**src/rtl/rr_arbiter4.sv**
```systemverilog
// rr_arbiter4: four-way round-robin arbiter with held grants and registered one-hot/encoded outputs.
// Define RR_ARB_TIMEOUT_EN to compile in the MAX_HOLD grant timeout.
module rr_arbiter4 #(
   parameter int unsigned MAX_HOLD = 8
) (
   input  logic       clk,
   input  logic       rst_n,
   input  logic [3:0] req,
   output logic [3:0] gnt,
   output logic [1:0] gnt_id,
   output logic       busy
);
   typedef enum logic {IDLE, GRANT} state_t;
   state_t     state, state_nx;
   logic [1:0] ptr, ptr_nx, gnt_id_nx, pick_id;
   logic [3:0] gnt_nx, cand;
   logic       pick_vld, owner_req, rearb;
   if (MAX_HOLD < 2 || MAX_HOLD > 255) begin : g_bad_hold
      $error("rr_arbiter4: MAX_HOLD must be within 2..255");
   end
   function automatic logic [2:0] rr_pick(input logic [3:0] m, input logic [1:0] p);
      logic [1:0] idx;
      rr_pick = 3'b000;
      for (int k = 3; k >= 0; k--) begin
         idx = p + 2'(k);
         if (m[idx]) rr_pick = {1'b1, idx};
      end
   endfunction
   assign owner_req = |(req & gnt);
   // The owner is masked out so a timeout revoke can never re-pick it.
   assign cand = req & ~gnt;
   assign {pick_vld, pick_id} = rr_pick(cand, ptr);
`ifdef RR_ARB_TIMEOUT_EN
   localparam logic [7:0] HOLD_LAST = 8'(MAX_HOLD - 1);
   logic [7:0] hold_cnt, hold_cnt_nx;
   logic       revoke;
   assign revoke = owner_req && |cand && hold_cnt == HOLD_LAST;
   assign rearb = state == IDLE || !owner_req || revoke;
   // Time only accrues under contention, so a rival always gets MAX_HOLD-1 waiting cycles.
   assign hold_cnt_nx = rearb ? 8'd0 : (|cand && hold_cnt != HOLD_LAST) ? hold_cnt + 8'd1 : hold_cnt;
   always_ff @(posedge clk or negedge rst_n)
      if (!rst_n) hold_cnt <= 8'd0;
      else hold_cnt <= hold_cnt_nx;
`else
   assign rearb = state == IDLE || !owner_req;
`endif
   always_ff @(posedge clk or negedge rst_n)
      if (!rst_n) state <= IDLE;
      else state <= state_nx;
   always_comb
      state_nx = rearb ? (pick_vld ? GRANT : IDLE) : GRANT;
   always_comb begin
      gnt_nx    = rearb ? (pick_vld ? 4'b0001 << pick_id : 4'b0000) : gnt;
      gnt_id_nx = rearb && pick_vld ? pick_id : gnt_id;
      ptr_nx    = rearb && pick_vld ? pick_id + 2'd1 : ptr;
   end
   always_ff @(posedge clk or negedge rst_n)
      if (!rst_n) begin
         gnt    <= 4'b0000;
         gnt_id <= 2'b00;
         busy   <= 1'b0;
         ptr    <= 2'b00;
      end else begin
         gnt    <= gnt_nx;
         gnt_id <= gnt_id_nx;
         busy   <= |gnt_nx;
         ptr    <= ptr_nx;
      end
endmodule

```
**config.mk**
```make
export PLATFORM = sky130hd
export DESIGN_NAME = rr_arbiter4
export DESIGN_NICKNAME = d
export VERILOG_FILES = /design/src/rtl/rr_arbiter4.sv
export SDC_FILE = /design/constraint.sdc
export NUM_CORES = 1
export LEC_CHECK = 0
export BUFFER_PORTS_ARGS = -buffer_cell sky130_fd_sc_hd__buf_4
export CAP_MARGIN = 20
export CORE_MARGIN = 4
export CORE_UTILIZATION = 30
export DETAILED_ROUTE_END_ITERATION = 8
export SYNTH_ARGS = -nofsm -noshare
export SYNTH_HDL_FRONTEND = slang
export SYNTH_SLANG_ARGS = --single-unit
```
**constraint.sdc**
```tcl
create_clock -name clk -period 1.2 [get_ports clk]
set_input_delay 0.24 -clock clk [delete_from_list [all_inputs] [get_ports clk]]
set_output_delay 0.24 -clock clk [all_outputs]
set_load 0.1 [all_outputs]
```
# Word-level counts from Yosys, hierarchy flattened
# Cells that the tools add are included.
[classes]
bitwise_logic = 4
add_sub_neg = 4
shifts = 1
mux = 16
n_reduce_logical = 5
magnitude_cmp = 4
[ops]
columns = ["cell", "n"]
rows = [
  ["$lt 2x3->1 const B", 4],
  ["$mux 3", 4],
  ["$and 4x4->4", 2],
  ["$bmux 1 s2", 4],
  ["$mux 4", 2],
  ["$reduce_or 4->1", 2],
  ["$mux 1", 6],
  ["$add 2x1->2 const B", 2],
  ["$add 2x2->2 const B", 2],
  ["$not 4->4", 1],
  ["$shl 1x2->4 const A", 1],
  ["$logic_and 1x1->1", 1],
  ["$logic_not 1->1", 1],
  ["$logic_or 1x1->1", 1],
  ["$not 1->1", 1],
]
[totals]
register_bits = 10
out_inout_bits = 7
in_bits = 6

# Longest topological paths before layout
# Gate-level depths: netlist (run 1).
[depth]
word_depth = 12
depth_mapped = 6
ltp_nobuf = 5

# Least setup slack after synthesis (run 1)
# OpenSTA, ideal clock, no wires.
[synth_path]
path_type = "register -> register"
startpoint = "reg gnt[3]"
endpoint = "reg gnt[1]"
setup_ns = 0.122
required_time_ns = 1.078
path_buffers = 1
setup_slack_ns = -0.844
arrival_ns = 1.922
path_stages_with_launch = 7
period_less_slack_ns = 2.044
cell_sequence = "dfrtp_1 nor2b_2 nor4_2 or2_1 buf_6 nor2_4 a22o_1"
[synth_via]
elab_chain_len = 11
elab_cells_between_ends = 21
[synth_lines]
columns = ["element", "line_no", "source"]
rows = [
  ["start, declared", "9", "output logic [3:0] gnt,"],
  ["start signal, assigned", "64", "gnt <= gnt_nx;"],
  ["$not 4->4", "31", "assign cand = req & ~gnt;"],
  ["$and 4x4->4", "31", ""],
  ["$bmux 1 s2", "26", "if (m[idx]) rr_pick = {1'b1, idx};"],
  ["$mux 1 (implied by the code)", "26", ""],
  ["$mux 3 (4 in a row)", "26", ""],
  ["$shl 1x2->4", "53", "gnt_nx = rearb ? (pick_vld ? 4'b0001 << pick_id : 4'b0000) : gnt;"],
  ["$mux 4", "53", ""],
  ["$mux 4 *", "53", ""],
  ["via gnt_nx[1]", "16", "logic [3:0] gnt_nx, cand;"],
]
# Mark *: on every way through the listed nets, which the timed path passes. The rest lies on a longest branch. The select of a mux whose other input is x is not followed.
# A chain may end at the register's enable or synchronous reset.

# Worst setup path after layout (run 1)
[layout_path]
startpoint = "reg gnt[2]"
endpoint = "reg gnt[0]"
# Same word-level chain as after synthesis.

==> impl_metrics.ini, run 1 <==
[routing]
drc = 0
wirelength_um = 1330
top_layer_used = met3
wl_per_cell_um = 13.7
drt_iter0_markers = 1
vias = 453
vias_per_cell = 4.67
firstDrtPassIters = 3
postRouteAntennaNets = 0
met1Wirelength_um = 583
dr_wl_met2_um = 651
route.met3.wl_um = 91

[die]
fp-row-count = 15
fp.dieW_um = 50.4
start_util_pct = 31.6
core_um2 = 1710
ios = 13
die_area_um2 = 2540
die_y_um = 50.4

[finish]
register_area_um2 = 267
drive_gt1_share_pct = 69.4
diodes = 0
synthToLayoutAreaGrowth_pct = 78.0
fillers = 136
multi_input_area_um2 = 390
fin_nets = 79

[logic_synthesis]
synth_area_per_cell_um2 = 11.7
netlist_instances = 46
synth_warnings = 0
ys_ff_latch = 10
syn_nets = 52
syn_area_um2 = 539
seq_area_frac_synth_pct = 46.4
synth_cell_types = 27

[placed_design]
place_ws_ns = -0.438
dp_hpwl_um = 909
io_buffer_count = 12
place_congestion = 0.732

[critical_path]
cp_slowest_cell = dfrtp_4
critPathLaunch = gnt[2]$_DFF_PN0_
crit_arrival_ns = 1.71
cpPeakStageDelay_ns = 0.48
critPathKind = reg2reg
r2r_start = gnt[2]$_DFF_PN0_
cp.required_ns = 1.40
cp-end-kind = flop
crit_chain = and2b_4 > nor4_4 > or2_4 > nor2_1 > a22o_1
start_kind = flop
cp_max_fo = 8

[timing]
fin_worst_skew_ns = 0.00211
worst_pin_slew_ns = 0.271
final-setup-viol-count = 14
post-route-period-util_pct = 126
hold_violations = 0
slew_headroom_pct = 81.9
drv_slew = 0
layout_setup_ws_ns = -0.313
finalCriticalPeriod_ns = 1.51
fmax_ghz = 0.661
rsz0062_at_grt = yes

[grt]
groute.usage.overall_pct = 11.7
antenna_found_initial = 0
grt_pass1_vias = 501
grt_pass1_wl_um = 2210
globalRouteOverflowTotal = 0
grt_max_degree = 11

[job]
drv_cap = 0

[min_path]
hold_class = in2async

[clock_tree]
cts_tree = built
clkTransAtPathRegs_ns = 0.07
cts-root-buf = clkbuf_4
clkSinkCount = 10
cts_buffers = 3
cts_buffer_depth = 2
htree_num_levels = 1
insertion_delay_ns = 0.26

[run_status]
status = complete, but fails checks
violations = setup timing
[sequential cells by signal, summed over array words and instances (netlist names)]
register	count
gnt_id	2
gnt	4
busy	1
state	1
ptr	2
[logic make-up (layout without fill, tap and decap cells)]
kind of cell	Yosys count	count (layout)	share of synthesized area, %
flops	10	10	46.4
compound gates	18	18	27.8
xor+xnor	1	1	1.62
simple gates	15	15	21.3
buf+inv	2	28	2.78
[metrics by stage]
step	instance area [um^2]	hold WS [ns]	cells	utilization (%)	setup TNS (ns)
3_5_place_dp	724	0.0776	90	42.4	-3.50
2_1_floorplan	554	-0.0556	46	-	-3.86
6_report	960	0.338	97	56.2	-2.92
4_1_cts	860	0.338	96	50.3	-2.75
3_3_place_gp	724	0.0760	90	42.4	-3.58
5_1_grt	960	0.338	97	56.2	-3.57
[synth_stat cells]
cell / instances / area (um^2)
dfrtp_1: 10 / 250
nor2_1: 1 / 3.75
a21boi_0: 1 / 7.51
o221ai_2: 1 / 15.0
inv_1: 1 / 3.75
a21o_1: 2 / 15.0
xnor2_1: 1 / 8.76
or2b_1: 2 / 15.0
nand2_1: 1 / 3.75
a21boi_2: 1 / 11.3
a22o_1: 4 / 35.0
nor2_4: 1 / 11.3
nor2b_2: 3 / 26.3
nor4_2: 1 / 12.5
o22ai_2: 1 / 12.5
a31oi_1: 1 / 6.26
o21a_1: 1 / 7.51
and2b_2: 1 / 8.76
buf_6: 1 / 11.3
nor2_2: 1 / 6.26
nor4b_1: 1 / 8.76
a22oi_1: 2 / 15.0
a21oi_1: 2 / 10.0
o21ai_1: 1 / 5.00
nand2b_1: 2 / 12.5
o22a_2: 1 / 10.0
or2_1: 1 / 6.26
[final cells by class]
type                            instances  area share (%)
Clock buffer                            4            3.78
Inverter                                1           0.391
Multi-Input combinational cell         34            40.7
Sequential cell                        10            27.8
Tap cell                               25            3.26
Timing Repair Buffer                   23            24.1
[cell usage in the layout (no fill, tap or decap), drive strengths merged]
master / count
buf: 22
dfrtp: 10
a22o: 4
clkbuf: 4
nor2b: 3
nor2: 3
or2b: 2
a21o: 2
a22oi: 2
a21boi: 2
nand2b: 2
a21oi: 2
and2b: 1
inv: 1
o21a: 1
o22a: 1
nor4: 1
or2: 1
nor4b: 1
a31oi: 1
o221ai: 1
o22ai: 1
xnor2: 1
nand2: 1
o21ai: 1
dlygate4sd3: 1
[critical path, delay by kind of cell (launching register included)]
family	cells	cell delay, ns
flops	1	0.48
simple gates	4	0.81
compound gates	1	0.15
[routing by layer]
| layer | GRT usage (%) | up-vias |
|---|---|---|
| li1 | - | 222 |
| met1 | 15.3 | 218 |
| met2 | 16.1 | 13 |
| met3 | 7.12 | 0 |
| met4 | 3.14 | 0 |
| met5 | 0 | - |
[what timing repair did]
| action | CTS | global route |
|---|---|---|
| pin swaps | 3 | 4 |
| hold buffers | 1 | 0 |
| gates resized for setup | 18 | 17 |
| setup buffers | 1 | 1 |
| gates cloned | 0 | 0 |
| hold endpoints to repair | 10 | 0 |
| endpoints found under the setup margin | 14 | 15 |
[worst paths after layout]
kind,to,slack (ns),depth (start not counted)
min,gnt[0]$_DFF_PN0_,0.34,2
max,gnt[0]$_DFF_PN0_,-0.31,5
min in group clk,gnt_id[1]$_DFFE_PN0P_,0.50,1
max in group asynchronous,gnt[2]$_DFF_PN0_,0.70,2
max reg2reg,gnt[0]$_DFF_PN0_,-0.31,5
min reg2reg,gnt_id[1]$_DFFE_PN0P_,0.50,1
Power of run 1 is not shown: default switching activity piles up to over one toggle a cycle in this logic, so the estimate is an artifact.
==> run 2: changes to the inputs <==
--- a/config.mk
+++ b/config.mk
@@ -10,6 +10,7 @@
 export CORE_MARGIN = 4
 export CORE_UTILIZATION = 30
 export DETAILED_ROUTE_END_ITERATION = 8
+export SKIP_CTS_REPAIR_TIMING = 1
 export SYNTH_ARGS = -nofsm -noshare
 export SYNTH_HDL_FRONTEND = slang
 export SYNTH_SLANG_ARGS = --single-unit
==> run 2 against run 1 <==
Net effect: the flow still finishes with violations (setup timing); register-to-register slack better by 0.02 ns; hold slack better by 0.017 ns; die area did not move; critical path depth unchanged; setup slack improved by 0.016 ns; final cell count fell by 1.0%; critical path type unchanged; critical endpoint is now gnt[1]$_DFF_PN0_; largest cell class unchanged; highest routed layer unchanged.
==> impl_metrics.ini, run 2 (synthesis gave the netlist of run 1 again) <==
[die]
core_um2 = 1710
fp.dieW_um = 50.4
fp-row-count = 15
ios = 13
die_area_um2 = 2540
die_y_um = 50.4
start_util_pct = 31.6

[finish]
largest-register = gnt
reg_top3 = gnt (4), gnt_id (2), ptr (2)
synthToLayoutAreaGrowth_pct = 63.8
diodes = 0
fin_nets = 78
drive_gt1_share_pct = 63.4
layout_common_cells = buf_4 (14), dfrtp_1 (6), a22o_1 (4), dfrtp_4 (4), buf_6 (4)
largest_register_ffs = 4
final_common_cell = buf_4
fin_cells = 96

[timing]
worst_pin_slew_ns = 0.309
fin_worst_skew_ns = 0.00217
post-route-period-util_pct = 125
fmax_ghz = 0.668
slew_headroom_pct = 79.4
layout_setup_ws_ns = -0.297
drv_slew = 0
rsz0062_at_grt = yes
hold_violations = 0
finalCriticalPeriod_ns = 1.50
final-setup-viol-count = 14

[placed_design]
place_congestion = 0.732
place_ws_ns = -0.438
dp.cells = 90
io_buffer_count = 12
dp_hpwl_um = 909

[grt]
top_usage_layer = met2
met1_usage_pct = 13.8
grtUsageMet2_pct = 16.1
met3_usage_pct = 7.42
grt_pass1_wl_um = 2080
antenna_found_initial = 0
grt_max_degree = 11
globalRouteOverflowTotal = 0
grt_pass1_vias = 466
groute.usage.overall_pct = 11.0

[clock_tree]
htree_num_levels = 1
clkSinkCount = 10
insertion_delay_ns = 0.26
cts_buffers = 3
cts-root-buf = clkbuf_4
cts_tree = built
clkTransAtPathRegs_ns = 0.07
cts_buffer_depth = 2

[run_status]
violations = setup timing
status = complete, but fails checks

[critical_path]
reg2regPathDepth = 5
r2r_start = gnt[2]$_DFF_PN0_
cp.required_ns = 1.35
cp-end-kind = flop
cpPeakStageDelay_ns = 0.49
crit_arrival_ns = 1.65
r2r_setup_slack_ns = -0.30
cp_slowest_cell = dfrtp_4
cp_max_fo = 4
crit_chain = and2b_2 > nand2b_1 > o221ai_4 > nor2_4 > a22o_1
start_kind = flop
critPathKind = reg2reg
r2r-end = gnt[1]$_DFF_PN0_

[routing]
wirelength_um = 1230
firstDrtPassIters = 3
postRouteAntennaNets = 0
drc = 0
vias_per_cell = 4.72
wl_per_cell_um = 12.8
vias = 453
drt_iter0_markers = 2

[job]
drv_cap = 0

[min_path]
hold_class = in2async
run 2: worst max-delay path: cells and delay by family (launching register included):
family          cells  cell delay, ns
simple gates        3            0.48
compound gates      2            0.41
flops               1            0.49
run 2: how the worst max path moves through the flow:
stage,startpoint,to,cells after the start
after global routing,gnt[2]$_DFF_PN0_,gnt[3]$_DFF_PN0_,5
final,gnt[2]$_DFF_PN0_,gnt[1]$_DFF_PN0_,5
after detailed placement,gnt[2]$_DFF_PN0_,gnt[0]$_DFF_PN0_,5
after global placement,gnt[2]$_DFF_PN0_,gnt[0]$_DFF_PN0_,5
after CTS,gnt[2]$_DFF_PN0_,gnt[0]$_DFF_PN0_,5
after floorplan,gnt[2]$_DFF_PN0_,gnt[1]$_DFF_PN0_,6
run 2: layer usage:
| metal | part of all wire (%) | up-vias |
|---|---|---|
| li1 | - | 222 |
| met1 | 45 | 218 |
| met2 | 47 | 13 |
| met3 | 7.5 | 0 |
| met4 | 0 | 0 |
| met5 | 0 | - |
run 2: through the flow:
step	hold WS (ns)	utilization, %	instance area [um^2]	setup TNS [ns]
floorplan	-0.0556	-	554	-3.86
global placement	0.0760	42.4	724	-3.58
detailed placement	0.0776	42.4	724	-3.50
CTS	-0.213	44.5	761	-4.19
global route	0.368	51.7	883	-3.62
finish	0.355	51.7	883	-2.80
run 2: final cells by class:
type	count	area [um^2]
fill	153	825
multi-input combinational	34	332
sequential	10	265
timing repair buffer	22	215
clock buffer	4	36.3
tap	25	31.3
inverter	1	3.75
Power of run 2 is left out for the same reason.
==> run 3: changes to the inputs <==
==> constraint.sdc (replaced) <==
create_clock -name clk -period 1.26 [get_ports clk]
set_input_delay 0.252 -clock clk [delete_from_list [all_inputs] [get_ports clk]]
set_output_delay 0.252 -clock clk [all_outputs]
set_load 0.1 [all_outputs]
==> run 3 against run 2 <==
Net effect: the run still ends with setup timing left; register-to-register slack improved by 0.05 ns; non-clock buffer count rose by 4; sequential cell count did not move; final cell count rose by 4.2%; setup slack improved by 0.053 ns; core utilization rose by 3.3 points; global-route usage fell by 0.80 points; critical path type unchanged.
==> impl_metrics.ini, run 3 (synthesis gave the netlist of run 1 again) <==
[run_status]
status = complete, but fails checks
violations = setup timing

[critical_path]
cp.required_ns = 1.46
cp.buffers_inverters = 0
critical_path.top_delay_family = simple AND/OR/NAND/NOR gates
cpPeakStageDelay_ns = 0.48
critPathKind = reg2reg
start_kind = flop
crit_chain = and2b_4 > nor4_4 > or2_4 > nor2_4 > a22o_1
r2r_setup_slack_ns = -0.24
cp-end-kind = flop
crit_arrival_ns = 1.70
cp_max_fo = 8
cp_slowest_cell = dfrtp_4

[finish]
reg_top3 = gnt (4), gnt_id (2), ptr (2)
largest_register_ffs = 4
synthToLayoutAreaGrowth_pct = 74.2
final_common_cell = buf_4
diodes = 0
fin_nets = 82
drive_gt1_share_pct = 65.3
layout_common_cells = buf_4 (17), dfrtp_1 (6), a22o_1 (4), dfrtp_4 (4), buf_6 (4)
largest-register = gnt

[timing]
fmax_ghz = 0.665
finalCriticalPeriod_ns = 1.50
final-setup-viol-count = 13
worst_pin_slew_ns = 0.323
post-route-period-util_pct = 119
rsz0062_at_grt = yes
drv_slew = 0
fin_worst_skew_ns = 0.00862
slew_headroom_pct = 78.4
layout_setup_ws_ns = -0.244
hold_violations = 0

[routing]
vias_per_cell = 4.94
firstDrtPassIters = 6
met1Wirelength_um = 591
vias = 494
top_layer_used = met3
postRouteAntennaNets = 0
wl_per_cell_um = 14.2
wirelength_um = 1420
route.met3.wl_um = 80
drc = 0
drt_iter0_markers = 7
dr_wl_met2_um = 742

[die]
fp-row-count = 15
die_y_um = 50.4
fp.dieW_um = 50.4
start_util_pct = 31.6
core_um2 = 1710
die_area_um2 = 2540
ios = 13

[clock_tree]
cts-root-buf = clkbuf_4
clkSinkCount = 10
cts_buffer_depth = 2
insertion_delay_ns = 0.26
cts_tree = built
htree_num_levels = 1
cts_buffers = 3
clkTransAtPathRegs_ns = 0.07

[placed_design]
place_ws_ns = -0.279
dp_hpwl_um = 957
place_congestion = 0.700
io_buffer_count = 12

[min_path]
hold_class = in2async

[grt]
globalRouteOverflowTotal = 0
grt_pass1_vias = 441
grt_pass1_wl_um = 1950
grt_max_degree = 11
antenna_found_initial = 0
groute.usage.overall_pct = 10.2

[job]
drv_cap = 0
==> run 3: cell type report <==
cell class | instances | area (um^2)
fillers | 147 | 768
multi-input cells | 34 | 345
flip-flops and latches | 10 | 265
repair buffers | 26 | 258
clock buffers | 4 | 36.3
well taps | 25 | 31.3
inverters | 1 | 3.75
==> run 3: path summary, 6_finish.rpt <==
path,start,to,cells after the start
max,gnt[2]$_DFF_PN0_,gnt[3]$_DFF_PN0_,5
max reg2reg,gnt[2]$_DFF_PN0_,gnt[3]$_DFF_PN0_,5
min,rst_n,state$_DFF_PN0_,2
min in group clk,gnt_id[0]$_DFFE_PN0P_,gnt_id[0]$_DFFE_PN0P_,1
max in group asynchronous,rst_n,gnt[3]$_DFF_PN0_,2
min reg2reg,gnt_id[0]$_DFFE_PN0P_,gnt_id[0]$_DFFE_PN0P_,1
==> run 3: routing by layer <==
layer	track usage, %	vias up
li1	-	230
met1	12.7	242
met2	15.7	22
met3	5.93	0
met4	1.35	0
met5	0	-
==> run 3: worst reg2reg max path: stages (launching register included) <==
cell and delay (ns):
dfrtp_4 0.48, and2b_4 0.32, nor4_4 0.05, or2_4 0.29
nor2_4 0.13, a22o_1 0.16
==> run 3: stage by stage <==
step           utilization [%]  TNS [ns]  instances  area (um^2)  hold slack (ns)
2_1_floorplan                -     -3.26         46          554          -0.0436
3_3_place_gp              43.3     -2.05         92          739           0.0851
3_5_place_dp              43.3     -2.04         92          739           0.0859
4_1_cts                   45.4     -2.60         96          776           -0.204
5_1_grt                   55.0     -2.73        100          940            0.337
6_report                  55.0     -2.11        100          940            0.350
Power of run 3 is left out for the same reason.
